### config.mk
export PLATFORM = sky130hd
export DESIGN_NAME = accel_mm2s_reader_flat
export DESIGN_NICKNAME = d
export VERILOG_FILES = /design/src/rtl/accel_mm2s_reader_if.sv /design/src/rtl/accel_mm2s_reader.sv /design/src/flat_wrapper.sv
export SDC_FILE = /design/constraint.sdc
export NUM_CORES = 1
export LEC_CHECK = 0
export ABC_AREA = 1
export CAP_MARGIN = 25
export CORE_ASPECT_RATIO = 1.2
export CORE_MARGIN = 2
export CORE_UTILIZATION = 55
export CTS_CLUSTER_DIAMETER = 120
export DETAILED_ROUTE_END_ITERATION = 7
export PLACE_DENSITY_LB_ADDON = 0.3
export SLEW_MARGIN = 10
export SYNTH_ARGS = -nofsm -noshare
export SYNTH_HDL_FRONTEND = slang
export SYNTH_SLANG_ARGS = --single-unit
### constraint.sdc
create_clock -name aclk -period 6.23 [get_ports aclk]
set_input_delay 0.623 -clock aclk [delete_from_list [all_inputs] [get_ports aclk]]
set_output_delay 0.623 -clock aclk [all_outputs]
set_load 0.02 [all_outputs]
### src/rtl/accel_mm2s_reader_if.sv
// accel_mm2s_reader_if
//   Bundles the AXI4 read channels (AR/R) and the AXI-Stream output of the
//   MM2S reader into one interface.
//   master : the reader side (drives AR, rready and the stream).
//   slave  : the memory + accelerator side (drives arready, R beats, tready).
//   Signals:
//     araddr/arlen/arvalid/arready        AXI read address channel
//     rdata/rresp/rlast/rvalid/rready     AXI read data channel
//     m_tdata/m_tvalid/m_tlast/m_tready   AXI-Stream toward the accelerator
interface accel_mm2s_reader_if #(
    parameter int ADDR_WIDTH = 16,
    parameter int DATA_WIDTH = 16
);
    logic [ADDR_WIDTH-1:0] araddr;
    logic [7:0]            arlen;
    logic                  arvalid;
    logic                  arready;
    logic [DATA_WIDTH-1:0] rdata;
    logic [1:0]            rresp;
    logic                  rlast;
    logic                  rvalid;
    logic                  rready;
    logic [DATA_WIDTH-1:0] m_tdata;
    logic                  m_tvalid;
    logic                  m_tlast;
    logic                  m_tready;

    modport master (
        output araddr, arlen, arvalid, rready, m_tdata, m_tvalid, m_tlast,
        input  arready, rdata, rresp, rlast, rvalid, m_tready
    );

    modport slave (
        input  araddr, arlen, arvalid, rready, m_tdata, m_tvalid, m_tlast,
        output arready, rdata, rresp, rlast, rvalid, m_tready
    );
endinterface

### src/rtl/accel_mm2s_reader.sv
// accel_mm2s_reader
//   Memory-to-stream read engine feeding the accelerator input stream.
//   A job of len words starting at src_addr is fetched with AXI4 INCR read
//   bursts, buffered in a FIFO and replayed in order on an AXI-Stream master
//   with m_tlast on the final word.
//   Ports:
//     aclk, aresetn   clock, synchronous active-low reset
//     start           job start pulse, accepted only when idle
//     src_addr, len   job byte address (word aligned internally), word count
//     busy, done, err job status; err is sticky per job
//     stall_cnt       (MM2S_PERF_EN only) cycles stalled by m_tready during a job
//     bus             accel_mm2s_reader_if.master: AR/R channels + stream
//   Optional feature macro: MM2S_PERF_EN adds the stall_cnt counter.
//   Assumes ADDR_WIDTH >= 12 (4 KiB boundary handling).
module accel_mm2s_reader #(
    parameter int ADDR_WIDTH = 16,
    parameter int DATA_WIDTH = 16,
    parameter int LEN_WIDTH  = 16,
    parameter int MAX_BURST  = 16,
    parameter int FIFO_DEPTH = 32
) (
    input  logic                  aclk,
    input  logic                  aresetn,
    input  logic                  start,
    input  logic [ADDR_WIDTH-1:0] src_addr,
    input  logic [LEN_WIDTH-1:0]  len,
    output logic                  busy,
    output logic                  done,
    output logic                  err,
`ifdef MM2S_PERF_EN
    output logic [31:0]           stall_cnt,
`endif
    accel_mm2s_reader_if.master   bus
);
    localparam int BPW = DATA_WIDTH / 8;
    localparam int BSH = $clog2(BPW);
    localparam int FAW = $clog2(FIFO_DEPTH);
    localparam int CW  = FAW + 1;
    localparam logic [ADDR_WIDTH-1:0] ADDR_MASK = ~(ADDR_WIDTH'(BPW - 1));

    typedef enum logic [1:0] {S_IDLE, S_RUN, S_FLUSH} state_t;
    state_t state, state_nxt;

    logic [ADDR_WIDTH-1:0] next_addr;
    logic [LEN_WIDTH-1:0]  words_req;   // words not yet covered by an AR
    logic [LEN_WIDTH-1:0]  words_out;   // words not yet sent on the stream
    logic                  arvalid_q;
    logic [ADDR_WIDTH-1:0] araddr_q;
    logic [7:0]            arlen_q;

    logic [DATA_WIDTH-1:0] mem [FIFO_DEPTH];
    logic [FAW-1:0]        wr_ptr, rd_ptr;
    logic [CW-1:0]         fcnt;
    logic [CW-1:0]         beats_out;   // beats reserved by presented ARs, not yet in FIFO

    // Two-entry queue of in-flight burst lengths so beats can be attributed
    // to bursts without trusting rlast.
    logic [7:0]            bq_len [2];
    logic                  bq_wr, bq_rd;
    logic [1:0]            bursts_out;
    logic [7:0]            r_cnt;

    logic [8:0]  rem9, beats;
    logic [12:0] bnd;
    logic        credit_ok, issue;
    logic        start_ok, r_hs, s_hs, last_hs, ar_hs, bend, m_tvalid;

    logic unused_rlast;
    assign unused_rlast = bus.rlast;

    assign busy     = (state != S_IDLE);
    assign start_ok = start && (state == S_IDLE);
    assign m_tvalid = (fcnt != '0);
    assign r_hs     = bus.rvalid && busy;
    assign s_hs     = m_tvalid && bus.m_tready;
    assign last_hs  = s_hs && (words_out == LEN_WIDTH'(1));
    assign ar_hs    = arvalid_q && bus.arready;
    assign bend     = r_hs && (r_cnt == bq_len[bq_rd]);

    // beats = min(MAX_BURST, words remaining, words to next 4 KiB boundary)
    assign rem9  = (32'(words_req) > 32'(MAX_BURST)) ? 9'(MAX_BURST) : 9'(words_req);
    assign bnd   = (13'h1000 - {1'b0, next_addr[11:0]}) >> BSH;
    assign beats = (32'(bnd) < 32'(rem9)) ? 9'(bnd) : rem9;
    // Space is reserved at AR presentation, so the FIFO can never overflow.
    assign credit_ok = (32'(fcnt) + 32'(beats_out) + 32'(beats)) <= 32'(FIFO_DEPTH);

    assign bus.arvalid  = arvalid_q;
    assign bus.araddr   = araddr_q;
    assign bus.arlen    = arlen_q;
    assign bus.rready   = busy;
    assign bus.m_tvalid = m_tvalid;
    assign bus.m_tdata  = m_tvalid ? mem[rd_ptr] : '0;
    assign bus.m_tlast  = m_tvalid && (words_out == LEN_WIDTH'(1));

    always_ff @(posedge aclk) begin
        if (!aresetn) state <= S_IDLE;
        else          state <= state_nxt;
    end

    always_comb begin
        state_nxt = state;
        issue     = 1'b0;
        case (state)
            S_IDLE: if (start && len != '0) state_nxt = S_RUN;
            S_RUN: begin
                issue = (!arvalid_q || bus.arready) && (words_req != '0) &&
                        (bursts_out != 2'd2) && credit_ok;
                if (words_req == '0 && !arvalid_q) state_nxt = S_FLUSH;
                if (last_hs) state_nxt = S_IDLE;
            end
            S_FLUSH: if (last_hs) state_nxt = S_IDLE;
            default: state_nxt = S_IDLE;
        endcase
    end

    always_ff @(posedge aclk) begin
        if (!aresetn) begin
            done       <= 1'b0;
            err        <= 1'b0;
            next_addr  <= '0;
            words_req  <= '0;
            words_out  <= '0;
            arvalid_q  <= 1'b0;
            araddr_q   <= '0;
            arlen_q    <= '0;
            wr_ptr     <= '0;
            rd_ptr     <= '0;
            fcnt       <= '0;
            beats_out  <= '0;
            bq_len[0]  <= '0;
            bq_len[1]  <= '0;
            bq_wr      <= 1'b0;
            bq_rd      <= 1'b0;
            bursts_out <= '0;
            r_cnt      <= '0;
        end else begin
            done <= (start_ok && len == '0) || last_hs;
            if (start_ok) begin
                err       <= 1'b0;
                next_addr <= src_addr & ADDR_MASK;
                words_req <= len;
                words_out <= len;
            end
            if (r_hs && bus.rresp != 2'b00) err <= 1'b1;

            if (ar_hs) arvalid_q <= 1'b0;
            if (issue) begin
                arvalid_q     <= 1'b1;
                araddr_q      <= next_addr;
                arlen_q       <= 8'(beats - 9'd1);
                next_addr     <= next_addr + ADDR_WIDTH'(32'(beats) * BPW);
                words_req     <= words_req - LEN_WIDTH'(beats);
                bq_len[bq_wr] <= 8'(beats - 9'd1);
                bq_wr         <= ~bq_wr;
            end
            bursts_out <= bursts_out + 2'(issue) - 2'(bend);

            if (r_hs) begin
                wr_ptr <= wr_ptr + 1'b1;
                if (bend) begin
                    r_cnt <= '0;
                    bq_rd <= ~bq_rd;
                end else begin
                    r_cnt <= r_cnt + 8'd1;
                end
            end
            if (s_hs) begin
                rd_ptr    <= rd_ptr + 1'b1;
                words_out <= words_out - LEN_WIDTH'(1);
            end
            fcnt      <= fcnt + CW'(r_hs) - CW'(s_hs);
            beats_out <= beats_out + (issue ? CW'(beats) : '0) - CW'(r_hs);
        end
    end

    // FIFO storage needs no reset: emptiness is tracked by fcnt.
    always_ff @(posedge aclk) begin
        if (r_hs) mem[wr_ptr] <= bus.rdata;
    end

`ifdef MM2S_PERF_EN
    always_ff @(posedge aclk) begin
        if (!aresetn)                                              stall_cnt <= '0;
        else if (start_ok)                                         stall_cnt <= '0;
        else if (busy && m_tvalid && !bus.m_tready && stall_cnt != 32'hFFFF_FFFF)
                                                                   stall_cnt <= stall_cnt + 32'd1;
    end
`endif
endmodule
### src/flat_wrapper.sv
// flat-port wrapper written by rule: the top's interface ports become plain ports
module accel_mm2s_reader_flat 
#(
    parameter int ADDR_WIDTH = 16,
    parameter int DATA_WIDTH = 16,
    parameter int LEN_WIDTH  = 16,
    parameter int MAX_BURST  = 16,
    parameter int FIFO_DEPTH = 32
)
  (aclk, aresetn, start, src_addr, len, busy, done, err, bus_araddr, bus_arlen, bus_arvalid, bus_rready, bus_m_tdata, bus_m_tvalid, bus_m_tlast, bus_arready, bus_rdata, bus_rresp, bus_rlast, bus_rvalid, bus_m_tready);
  accel_mm2s_reader_if #(.ADDR_WIDTH(ADDR_WIDTH), .DATA_WIDTH(DATA_WIDTH)) bus_i ();
  input  logic aclk;
  input  logic aresetn;
  input  logic start;
  input  logic [ADDR_WIDTH-1:0] src_addr;
  input  logic [LEN_WIDTH-1:0] len;
  output logic busy;
  output logic done;
  output logic err;
  output wire logic [$bits(bus_i.araddr)-1:0] bus_araddr;
  output wire logic [$bits(bus_i.arlen)-1:0] bus_arlen;
  output wire logic [$bits(bus_i.arvalid)-1:0] bus_arvalid;
  output wire logic [$bits(bus_i.rready)-1:0] bus_rready;
  output wire logic [$bits(bus_i.m_tdata)-1:0] bus_m_tdata;
  output wire logic [$bits(bus_i.m_tvalid)-1:0] bus_m_tvalid;
  output wire logic [$bits(bus_i.m_tlast)-1:0] bus_m_tlast;
  input wire logic [$bits(bus_i.arready)-1:0] bus_arready;
  input wire logic [$bits(bus_i.rdata)-1:0] bus_rdata;
  input wire logic [$bits(bus_i.rresp)-1:0] bus_rresp;
  input wire logic [$bits(bus_i.rlast)-1:0] bus_rlast;
  input wire logic [$bits(bus_i.rvalid)-1:0] bus_rvalid;
  input wire logic [$bits(bus_i.m_tready)-1:0] bus_m_tready;
  assign bus_araddr = bus_i.araddr;
  assign bus_arlen = bus_i.arlen;
  assign bus_arvalid = bus_i.arvalid;
  assign bus_rready = bus_i.rready;
  assign bus_m_tdata = bus_i.m_tdata;
  assign bus_m_tvalid = bus_i.m_tvalid;
  assign bus_m_tlast = bus_i.m_tlast;
  assign bus_i.arready = bus_arready;
  assign bus_i.rdata = bus_rdata;
  assign bus_i.rresp = bus_rresp;
  assign bus_i.rlast = bus_rlast;
  assign bus_i.rvalid = bus_rvalid;
  assign bus_i.m_tready = bus_m_tready;
  accel_mm2s_reader #(.ADDR_WIDTH(ADDR_WIDTH), .DATA_WIDTH(DATA_WIDTH), .LEN_WIDTH(LEN_WIDTH), .MAX_BURST(MAX_BURST), .FIFO_DEPTH(FIFO_DEPTH)) u_core (.aclk(aclk), .aresetn(aresetn), .start(start), .src_addr(src_addr), .len(len), .busy(busy), .done(done), .err(err), .bus(bus_i));
endmodule
Yosys cells after proc, flatten, opt, wreduce, memory -nomap -nowiden
Memories as Yosys holds them, arrays and structs flattened. A register that Yosys moved wholly into a read port is not among the register bits.
Cells that the tools add are included.
- flip-flop bits (word level): 111
- memory bits (writable): 528
- input bits: 57
- output and inout bits: 47
- logic and storage cells: 113
- memories: 2
- memories (memory ; depth ; width ; read ports ; clocked after memory_dff ; wr ports ; line ; RTL):
    u_core.mem ; 32 ; 16 ; 1 ; 1 ; 1 ; accel_mm2s_reader.sv:51 ; logic [DATA_WIDTH-1:0] mem [FIFO_DEPTH];
    u_core.bq_len ; 2 ; 8 ; 1 ; 1 ; 2 ; accel_mm2s_reader.sv:58 ; logic [7:0] bq_len [2];
- add/sub/neg operators: 16
- order comparisons: 3
- equal/unequal tests: 8
- multiplexer cells: 33
- bitwise logic cells: 2
- reduce and logical (&&, ||, !) cells: 32
- operators with widths (kind ; count):
    $mux 16 ; 6
    $le 32x6->1 const B ; 1
    $logic_not 16->1 ; 2
    $reduce_bool 16->1 ; 2
    $mux 9 ; 2
    $add 16x10->16 ; 1
    $eq 16x1->1 const B ; 1
    $gt 16x5->1 const B ; 1
    $mux 8 ; 2
    $sub 16x1->16 const B ; 1
    $sub 16x9->16 ; 1
    $mux 1 ; 15
    $logic_and 1x1->1 ; 14
    $sub 13x12->13 const A ; 1
    $lt 12x9->1 ; 1
    $reduce_bool 2->1 ; 6
    $sub 6x1->6 ; 2
    $add 5x1->5 const B ; 2
    $add 7x9->10 ; 1
    $mux 5 ; 2
    $add 8x1->8 const B ; 1
    $eq 8x8->1 ; 1
    $mux 2 ; 4
    $reduce_or 8->1 ; 1
    other kinds (20) ; 23

Longest topological paths before layout
Gate-level depths: netlist (run 1).
- depth after elaboration: 13
- mapped depth: 44
- gate-level depth less buffers: 42

Worst setup path after synthesis (run 1)
No wires, ideal clock.
- path kind: reg2reg
- start: register u_core.next_addr[2]
- end: register u_core.beats_out[5]
- setup time: 0.128 ns
- arrival time: 5.933 ns
- required time: 6.102 ns
- path slack: 0.170 ns
- stages on the path, launching flop included: 43
- buffers on the path: 2
- period minus slack after synthesis: 6.060 ns
- path through: dfxtp_1 > inv_1 > nand3_2 > nor2_1 > xor2_1 > ha_1 > a21oi_1 > o21ai_0 > nand4_1 > nand3_2 > clkinv_4 > nand2_4 > buf_4 > nand2_1 > nand2_1 > fa_1 > inv_1 > ha_1 > [7 not listed] > nand2_1 > o21ai_2 > nand2_1 > nor2_4 > buf_2 > nand2_1 > ha_1 > inv_1 > ha_1 > a21oi_1 > inv_1 > a31oi_1 > nor2_1 > nor2_1 > o21bai_1 > xor2_1 > xor2_1 > nor2_1
- cells in the longest elaborated chain, start to end: 10
- ends and longest elaborated chain (element ; line ; RTL):
    from (decl) ; accel_mm2s_reader.sv:44 ; logic [ADDR_WIDTH-1:0] next_addr;
    from (signal assigned) ; accel_mm2s_reader.sv:140 ; next_addr <= src_addr & ADDR_MASK;
    from (signal assigned) ; accel_mm2s_reader.sv:151 ; next_addr <= next_addr + ADDR_WIDTH'(32'(beats) * BPW);
    $sub 13x12->13 * ; accel_mm2s_reader.sv:82 ; assign bnd = (13'h1000 - {1'b0, next_addr[11:0]}) >> BSH;
    $lt 12x9->1 ; accel_mm2s_reader.sv:83 ; assign beats = (32'(bnd) < 32'(rem9)) ? 9'(bnd) : rem9;
    $mux 9 * ; accel_mm2s_reader.sv:83 ;
    $add 7x9->10 * ; accel_mm2s_reader.sv:85 ; assign credit_ok = (32'(fcnt) + 32'(beats_out) + 32'(beats)) <= 32'(FIFO_DEPTH);
    $le 32x6->1 * ; accel_mm2s_reader.sv:85 ;
    $logic_and 1x1->1 * ; accel_mm2s_reader.sv:107 ; (bursts_out != 2'd2) && credit_ok;
    $mux 1 * ; accel_mm2s_reader.sv:103 ; case (state)
    via u_core.issue ; accel_mm2s_reader.sv:65 ; logic credit_ok, issue;
    $mux 6 * ; accel_mm2s_reader.sv:172 ; beats_out <= beats_out + (issue ? CW'(beats) : '0) - CW'(r_hs);
    $add 6x6->6 * ; accel_mm2s_reader.sv:172 ;
    $sub 6x1->6 * ; accel_mm2s_reader.sv:172 ;
    to (signal assigned) ; accel_mm2s_reader.sv:172 ;
    to (decl) ; accel_mm2s_reader.sv:54 ; logic [CW-1:0] beats_out;
The timed path passes the listed nets; every way through them passes the cells marked *.
A chain may end at the register's enable or synchronous reset.

Worst setup path in the final report (run 1)
- start: register u_core.next_addr[2]
- end: register u_core.beats_out[5]
- cells in the longest elaborated chain, start to end: 10
- ends and longest elaborated chain (element ; line):
    $sub 13x12->13 * ; accel_mm2s_reader.sv:82
    $lt 12x9->1 ; accel_mm2s_reader.sv:83
    $mux 9 * ; accel_mm2s_reader.sv:83
    $add 7x9->10 ; accel_mm2s_reader.sv:85
    $le 32x6->1 ; accel_mm2s_reader.sv:85
    $logic_and 1x1->1 ; accel_mm2s_reader.sv:107
    $mux 1 ; accel_mm2s_reader.sv:103
    $mux 6 * ; accel_mm2s_reader.sv:172
    $add 6x6->6 * ; accel_mm2s_reader.sv:172
    $sub 6x1->6 * ; accel_mm2s_reader.sv:172
Every way passes the cells marked *; elsewhere a longest branch is shown, timed or not.

==> qor.csv, run 1 <==
metric,value,unit
status,"finished, final reports clean",
die_w,211.4,microns
ant_nets,0,
crit-reg2reg-launch,u_core.next_addr[2]$_SDFFE_PN0P_,
crit_path_top_delay_cell,fa_1,
overflow,0,
r2r_cells,42,
synth_ff_type,edfxtp_1,
drt-total-wl,74.14,mm
holdBufCountCts,0,
yosys.cell_count.top_type,edfxtp_1,
syn_to_final_growth,15.67,%
synth_top_cell_area_share,55.84,%
drt_iter0_markers,2225,
seq_power_share,35.9,%
synth_top_area_cell,edfxtp_1,
finalInstanceArea,0.03285,sq mm
synthesis.area,0.02839,sq mm
final_hold_viol_count,0,
grt_pass1_vias,20670,
synthArstFlopShare,0,%
initial_core_util,55.42,%
port_buffers,100,
nets,2844,
ys_top_cells_by_count,"edfxtp_1, nor2_1, o21ai_0",
p_leak,11.71,nW
setup_viol,0,
clock_sinks,643,
peakVddDrop,0.3819,mV
finalMaxSlewViolations,0,
viasPerCell,6.121,
setup_tns,0,ns
wire_per_inst,21.71,microns
hpwl,44.23,mm
drive_above_1_share,10.46,%
p_clk_share,26.6,%
antenna_found_initial,0,
holdPathEnd,u_core.bq_rd$_SDFFE_PN0P_,
clk_pin_slew_worst_paths,0.07,ns
numCtsBuffers,59,
slowest_delay,0.42,ns
rr_endpoint,u_core.beats_out[5]$_SDFF_PN0_,
netSwitchingPower,5.363,mW
root_buffer,clkbuf_16,
synth_cells,2598,
dr_total_vias,20900,
hold_depth,1,
synth-seq-cells,643,
slew_headroom,29.50,%
placed_cell_area,0.03011,sq mm
crit_path_frequent_cell,inv_1,
crit_required,6.71,ns
num_rows,91,
grt_pass1_wl,112.6,mm
sw_frac_of_total,36.71,%
htreeDepth,2,
avgSynthCellArea,10.93,sq um
synthTopCellsByArea,"edfxtp_1, dfxtp_1, nor2_1",
fp.dieH,252.9,microns
drc,0,
grt_max_degree,131,
max_freq,169.7,MHz
core_area,0.05124,sq mm
clock_latency,0.64,ns
start_kind,flip-flop,
finalCritPeriodShare,94.60,%
pin_count,104,
cts_tree,done,
crit_type,flip-flop to flip-flop,
cellInternalPower,9.247,mW
fin_util,64.11,%
fin_cells,3415,
grt_use_total,27.45,%
comb_power_share,37.5,%
path_max_fanout,8,
first_pass_iters,6,
end_kind,flip-flop,
place_inst,3269,
drv_cap,0,
gp_congestion,0.8986,
cts_buffer_depth,3,
fin_skew,0.03070,ns
p_per_area,444.8,mW/mm^2
synth_edf_count,528,
hold_class,flip-flop to flip-flop,
synth_cell_types,59,
finalPower,14.61,mW
worstHoldStart,u_core.bq_rd$_SDFFE_PN0P_,
die-area,0.05347,sq mm
arrival,6.37,ns
ys_seq_area_share,63.95,%
synth_warnings,0,
fillCellCount,3840,
rrSetupSlack,0.34,ns
antenna_cells,0,
tightest_slew,1.057,ns
min_period,5.894,ns
## cells by family after synthesis
| group | Yosys count | share of synthesized area (%) |
|---|---|---|
| buffers and inverters | 314 | 4.393 |
| and+or+nand+nor | 846 | 12.48 |
| adders and majority gates | 74 | 3.552 |
| muxes | 5 | 0.1763 |
| DFF | 643 | 63.95 |
| xor gates and xnor gates | 50 | 1.542 |
| AOI/OAI and AO/OA | 664 | 13.88 |
| other | 2 | 0.02645 |
## state kept, by name, summed over array words and instances, names as in the netlist, 2 cells and up, named ones only
signal / count
u_core.fcnt: 6
u_core.rd_ptr: 5
u_core.state: 2
u_core.words_out: 16
u_core.bus.araddr: 15
u_core.bursts_out: 2
u_core.next_addr: 15
u_core.bq_len: 16
u_core.words_req: 16
u_core.beats_out: 6
u_core.wr_ptr: 5
u_core.mem: 512
u_core.r_cnt: 8
u_core.bus.arlen: 8
## worst max-delay path, delay by kind of cell (launching register included)
| family | cells | cell delay (ns) |
|---|---|---|
| flip-flops | 1 | 0.37 |
| AO/OA/AOI/OAI | 8 | 0.99 |
| AND/OR/NAND/NOR | 14 | 1.19 |
| buffers and inverters | 10 | 0.91 |
| XOR/XNOR | 3 | 0.53 |
| adder cells (fa/ha/maj) | 7 | 1.73 |
## how the worst max path moves through the flow
stage,from,end,slack [ns],cells after the start
global route,u_core.words_req[2]$_SDFFE_PN0P_,u_core.beats_out[5]$_SDFF_PN0_,-0.10,41
global placement,u_core.next_addr[2]$_SDFFE_PN0P_,u_core.beats_out[5]$_SDFF_PN0_,0.14,41
finish,u_core.next_addr[2]$_SDFFE_PN0P_,u_core.beats_out[5]$_SDFF_PN0_,0.34,42
CTS,u_core.next_addr[7]$_SDFFE_PN0P_,u_core.beats_out[5]$_SDFF_PN0_,0.04,40
detailed placement,u_core.next_addr[2]$_SDFFE_PN0P_,u_core.beats_out[5]$_SDFF_PN0_,-0.02,39
floorplan,u_core.next_addr[2]$_SDFFE_PN0P_,u_core.beats_out[5]$_SDFF_PN0_,0.17,42
## cell type report
type | count | area [sq um] | area share, %
clock buffer | 66 | 1524 | 4.640
inverter | 170 | 660.6 | 2.011
clock inverter | 46 | 585.6 | 1.783
tap | 651 | 814.5 | 2.480
sequential | 643 | 18180 | 55.35
multi-input combinational | 1644 | 9239 | 28.13
timing repair buffer | 195 | 1841 | 5.604
## layer usage
layer,part of all wire [%],global-route usage (%),vias up,wire length (microns)
li1,-,-,9563,-
met1,37,32.14,10120,27120
met2,51,49.07,993,37750
met3,7.6,4.204,227,5615
met4,4.9,13.60,0,3654
met5,0,0,-,0
## through the flow
step | hold slack (ns) | worst slack (ns)
floorplan | 0.4228 | 0.1695
global placement | 0.4380 | 0.1416
detailed placement | 0.4471 | -0.02197
CTS | 0.4579 | 0.03795
global route | 0.4701 | -0.1047
finish | 0.4591 | 0.3363
## cell usage in the layout (no fill, tap or decap), types with 38 or more instances in the layout
| cell | count |
|---|---|
| ha_1 | 54 |
| xor2_1 | 38 |
| buf_4 | 81 |
| clkdlybuf4s50_1 | 99 |
| nand3_1 | 91 |
| o21ai_0 | 326 |
| dfxtp_1 | 106 |
| nand2_1 | 222 |
| a21oi_1 | 113 |
| clkbuf_16 | 60 |
| o221ai_1 | 101 |
| inv_1 | 150 |
| nor2_1 | 433 |
| edfxtp_1 | 528 |
## power by group through the flow
| stage | Sequential (mW) | Combinational, mW | Clock (mW) |
|---|---|---|---|
| 6_report | 5.25 | 5.48 | 3.89 |
| 5_1_grt | 5.28 | 6.03 | 4.10 |
| 4_1_cts | 5.23 | 5.05 | 3.94 |
| 3_5_place_dp | 5.32 | 4.99 | 0 |
| 3_3_place_gp | 5.31 | 4.82 | 0 |
| 2_1_floorplan | 5.26 | 3.53 | 0 |
## what timing repair did
action,in CTS,in global routing
pin swaps,0,22
buffers inserted,0,21
setup endpoints to repair,1,3
gates resized for setup,5,63
Note: power is estimated with default switching activity, not from simulation.
==> run 2: changes to the inputs <==
--- a/config.mk
+++ b/config.mk
@@ -13,7 +13,6 @@
 export CTS_CLUSTER_DIAMETER = 120
 export DETAILED_ROUTE_END_ITERATION = 7
 export PLACE_DENSITY_LB_ADDON = 0.3
-export SLEW_MARGIN = 10
 export SYNTH_ARGS = -nofsm -noshare
 export SYNTH_HDL_FRONTEND = slang
 export SYNTH_SLANG_ARGS = --single-unit
==> constraint.sdc (replaced) <==
create_clock -name aclk -period 6.23 [get_ports aclk]
set_input_delay 0.623 -clock aclk [delete_from_list [all_inputs] [get_ports aclk]]
set_output_delay 0.623 -clock aclk [all_outputs]
set_load 0.1 [all_outputs]
==> run 2 against run 1 <==
Net effect:
- setup slack worse by 0.053 ns
- core utilization decreased by 0.26 points
- die area is the same
- hold slack got worse by 0.0034 ns
- combinational power grew 14%
- register-to-register slack got worse by 0.05 ns
- clock skew shrank 0.0018 ns
- sequential power about the same
- final cell count shrank 0.23%
- sequential share of layout area increased by 0.23 points
- global-route usage fell by 0.61 points
- first-iteration DRC count down 4.8%
- critical path type unchanged
- largest power group unchanged
==> qor.csv, run 2 (synthesis results as in run 1) <==
metric,value,unit,change
status,"finished, final reports clean",,
holdBufCountCts,0,,unchanged
hold_class,flip-flop to flip-flop,,
cts_tree,done,,
numCtsBuffers,60,,+1.7%
final_common_cell,edfxtp_1,,
crit_path_start,u_core.next_addr[2]$_SDFFE_PN0P_,,
drv_cap,0,,unchanged
crit_path_frequent_cell,inv_1,,
drive_above_1_share,9.880,%,-0.58 points
grt_use_total,26.83,%,-0.61 points
pin_count,104,,unchanged
fillCellCount,3813,,-0.70%
slew_headroom,29.29,%,-0.21 points
end_kind,flip-flop,,
fin_skew,0.02894,ns,-0.001757 ns
critical_path_buf_inv_count,8,,-2
ff_latch_area,0.01818,sq mm,about the same
p_leak,11.68,nW,-0.24%
start_kind,flip-flop,,
min_period,5.947,ns,+0.05293 ns
grt_max_degree,151,,+15%
drt-total-wl,72.76,mm,-1.9%
drt_iter0_markers,2118,,-4.8%
crit-reg2reg-launch,u_core.next_addr[2]$_SDFFE_PN0P_,,
first_pass_iters,6,,unchanged
root_buffer,clkbuf_16,,
r2r_cells,40,,-4.8%
arrival,6.43,ns,+0.06 ns
path_max_fanout,9,,+1
tightest_slew,1.057,ns,-0.0001287 ns
placed_cell_area,0.03012,sq mm,about the same
syn_to_final_growth,15.20,%,
top_layer_used,met4,,
dr_total_vias,20720,,-0.86%
wl_met2,37.34,mm,-1.1%
wire_per_inst,21.36,microns,-1.6%
crit_required,6.71,ns,about the same
clock_latency,0.65,ns,about the same
largest_reg_flops,512,,unchanged
setup_viol,0,,unchanged
final_hold_viol_count,0,,unchanged
antenna_found_initial,3,,+3
nets,2833,,-0.39%
finalInstanceArea,0.03271,sq mm,-0.41%
final_cell_mix,"edfxtp_1, nor2_1, o21ai_0",,
overflow,0,,unchanged
die_w,211.4,microns,unchanged
slowest_delay,0.41,ns,about the same
htreeDepth,2,,unchanged
crit_type,flip-flop to flip-flop,,
crit_path_top_delay_cell,fa_1,,
multi_input_area,0.009196,sq mm,-0.46%
clock_sinks,643,,unchanged
top_register,u_core.mem,,
clk_pin_slew_worst_paths,0.06,ns,about the same
p_per_area,471.6,mW/mm^2,+6.0%
worst-path-stages,40,,-4.8%
wl_met3,5.007,mm,-11%
ant_nets,0,,unchanged
cp_top_family,adder cells,,
crit_end,u_core.beats_out[5]$_SDFF_PN0_,,
viasPerCell,6.082,,-0.63%
num_rows,91,,unchanged
hpwl,44.64,mm,+0.93%
cts_buffer_depth,3,,unchanged
finalMaxSlewViolations,0,,unchanged
initial_core_util,55.42,%,unchanged
drc,0,,unchanged
finalCritPeriodShare,95.45,%,+0.85 points
rrSetupSlack,0.28,ns,-0.05 ns
fp.dieH,252.9,microns,unchanged
gp_congestion,0.8864,,-1.4%
grt_pass1_vias,20300,,-1.8%
m1WireLength,27.13,mm,about the same
fin_util,63.84,%,-0.26 points
peakVddDrop,0.4875,mV,+28%
die-area,0.05347,sq mm,unchanged
rr_endpoint,u_core.beats_out[5]$_SDFF_PN0_,,
max_freq,168.2,MHz,-0.89%
core_area,0.05124,sq mm,unchanged
port_buffers,100,,unchanged
grt_pass1_wl,110.9,mm,-1.5%
[run 2: metal layers]
metal / up-vias / global-route usage [%]
met5: - / 0
met4: 0 / 12.66
met3: 204 / 3.907
met2: 932 / 47.41
met1: 10030 / 32.34
li1: 9559 / -
[run 2: worst min path at each step]
stage,from,end,slack (ns),cells past startpoint
finish,u_core.bq_rd$_SDFFE_PN0P_,flip-flop,0.46,1
global route,u_core.bq_rd$_SDFFE_PN0P_,u_core.bq_rd$_SDFFE_PN0P_,0.49,1
global placement,u_core.bq_rd$_SDFFE_PN0P_,flip-flop,0.44,1
floorplan,u_core.bursts_out[1]$_SDFF_PN0_,u_core.bursts_out[1]$_SDFF_PN0_,0.42,1
detailed placement,u_core.bq_rd$_SDFFE_PN0P_,u_core.bq_rd$_SDFFE_PN0P_,0.45,1
CTS,u_core.bq_rd$_SDFFE_PN0P_,u_core.bq_rd$_SDFFE_PN0P_,0.46,1
[run 2: final cells by class]
type                       count  area share (%)
antenna                        3         0.02295
timing repair inverter         1         0.01530
sequential                   643           55.58
timing repair buffer         182           5.244
clock buffer                  74           4.877
clock inverter                39           1.633
multi-input combinational   1644           28.11
tap                          651           2.490
inverter                     170           2.020
[run 2: power breakdown]
part / total (mW) / switching [mW] / internal (mW)
Sequential: 5.24 / 0.289 / 4.95
Combinational: 6.26 / 4.31 / 1.95
Clock: 3.93 / 1.60 / 2.33
[run 2: repair_timing]
action	4_1_cts	5_1_grt
setup buffers	0	15
gates resized for setup	0	59
endpoints found under the setup margin	0	4
[run 2: through the flow]
stage / worst slack (ns) / power [mW] / hold WS [ns] / instances / setup TNS, ns
after global routing: -0.1095 / 16.23 / 0.4888 / 3407 / -0.1797
after CTS: 0.02264 / 15.13 / 0.4554 / 3383 / 0
final: 0.2833 / 15.43 / 0.4558 / 3407 / 0
after global placement: 0.1798 / 11.04 / 0.4378 / 3269 / 0
after floorplan: 0.1695 / 9.721 / 0.4228 / 2601 / 0
after detailed placement: 0.08390 / 11.21 / 0.4523 / 3270 / 0
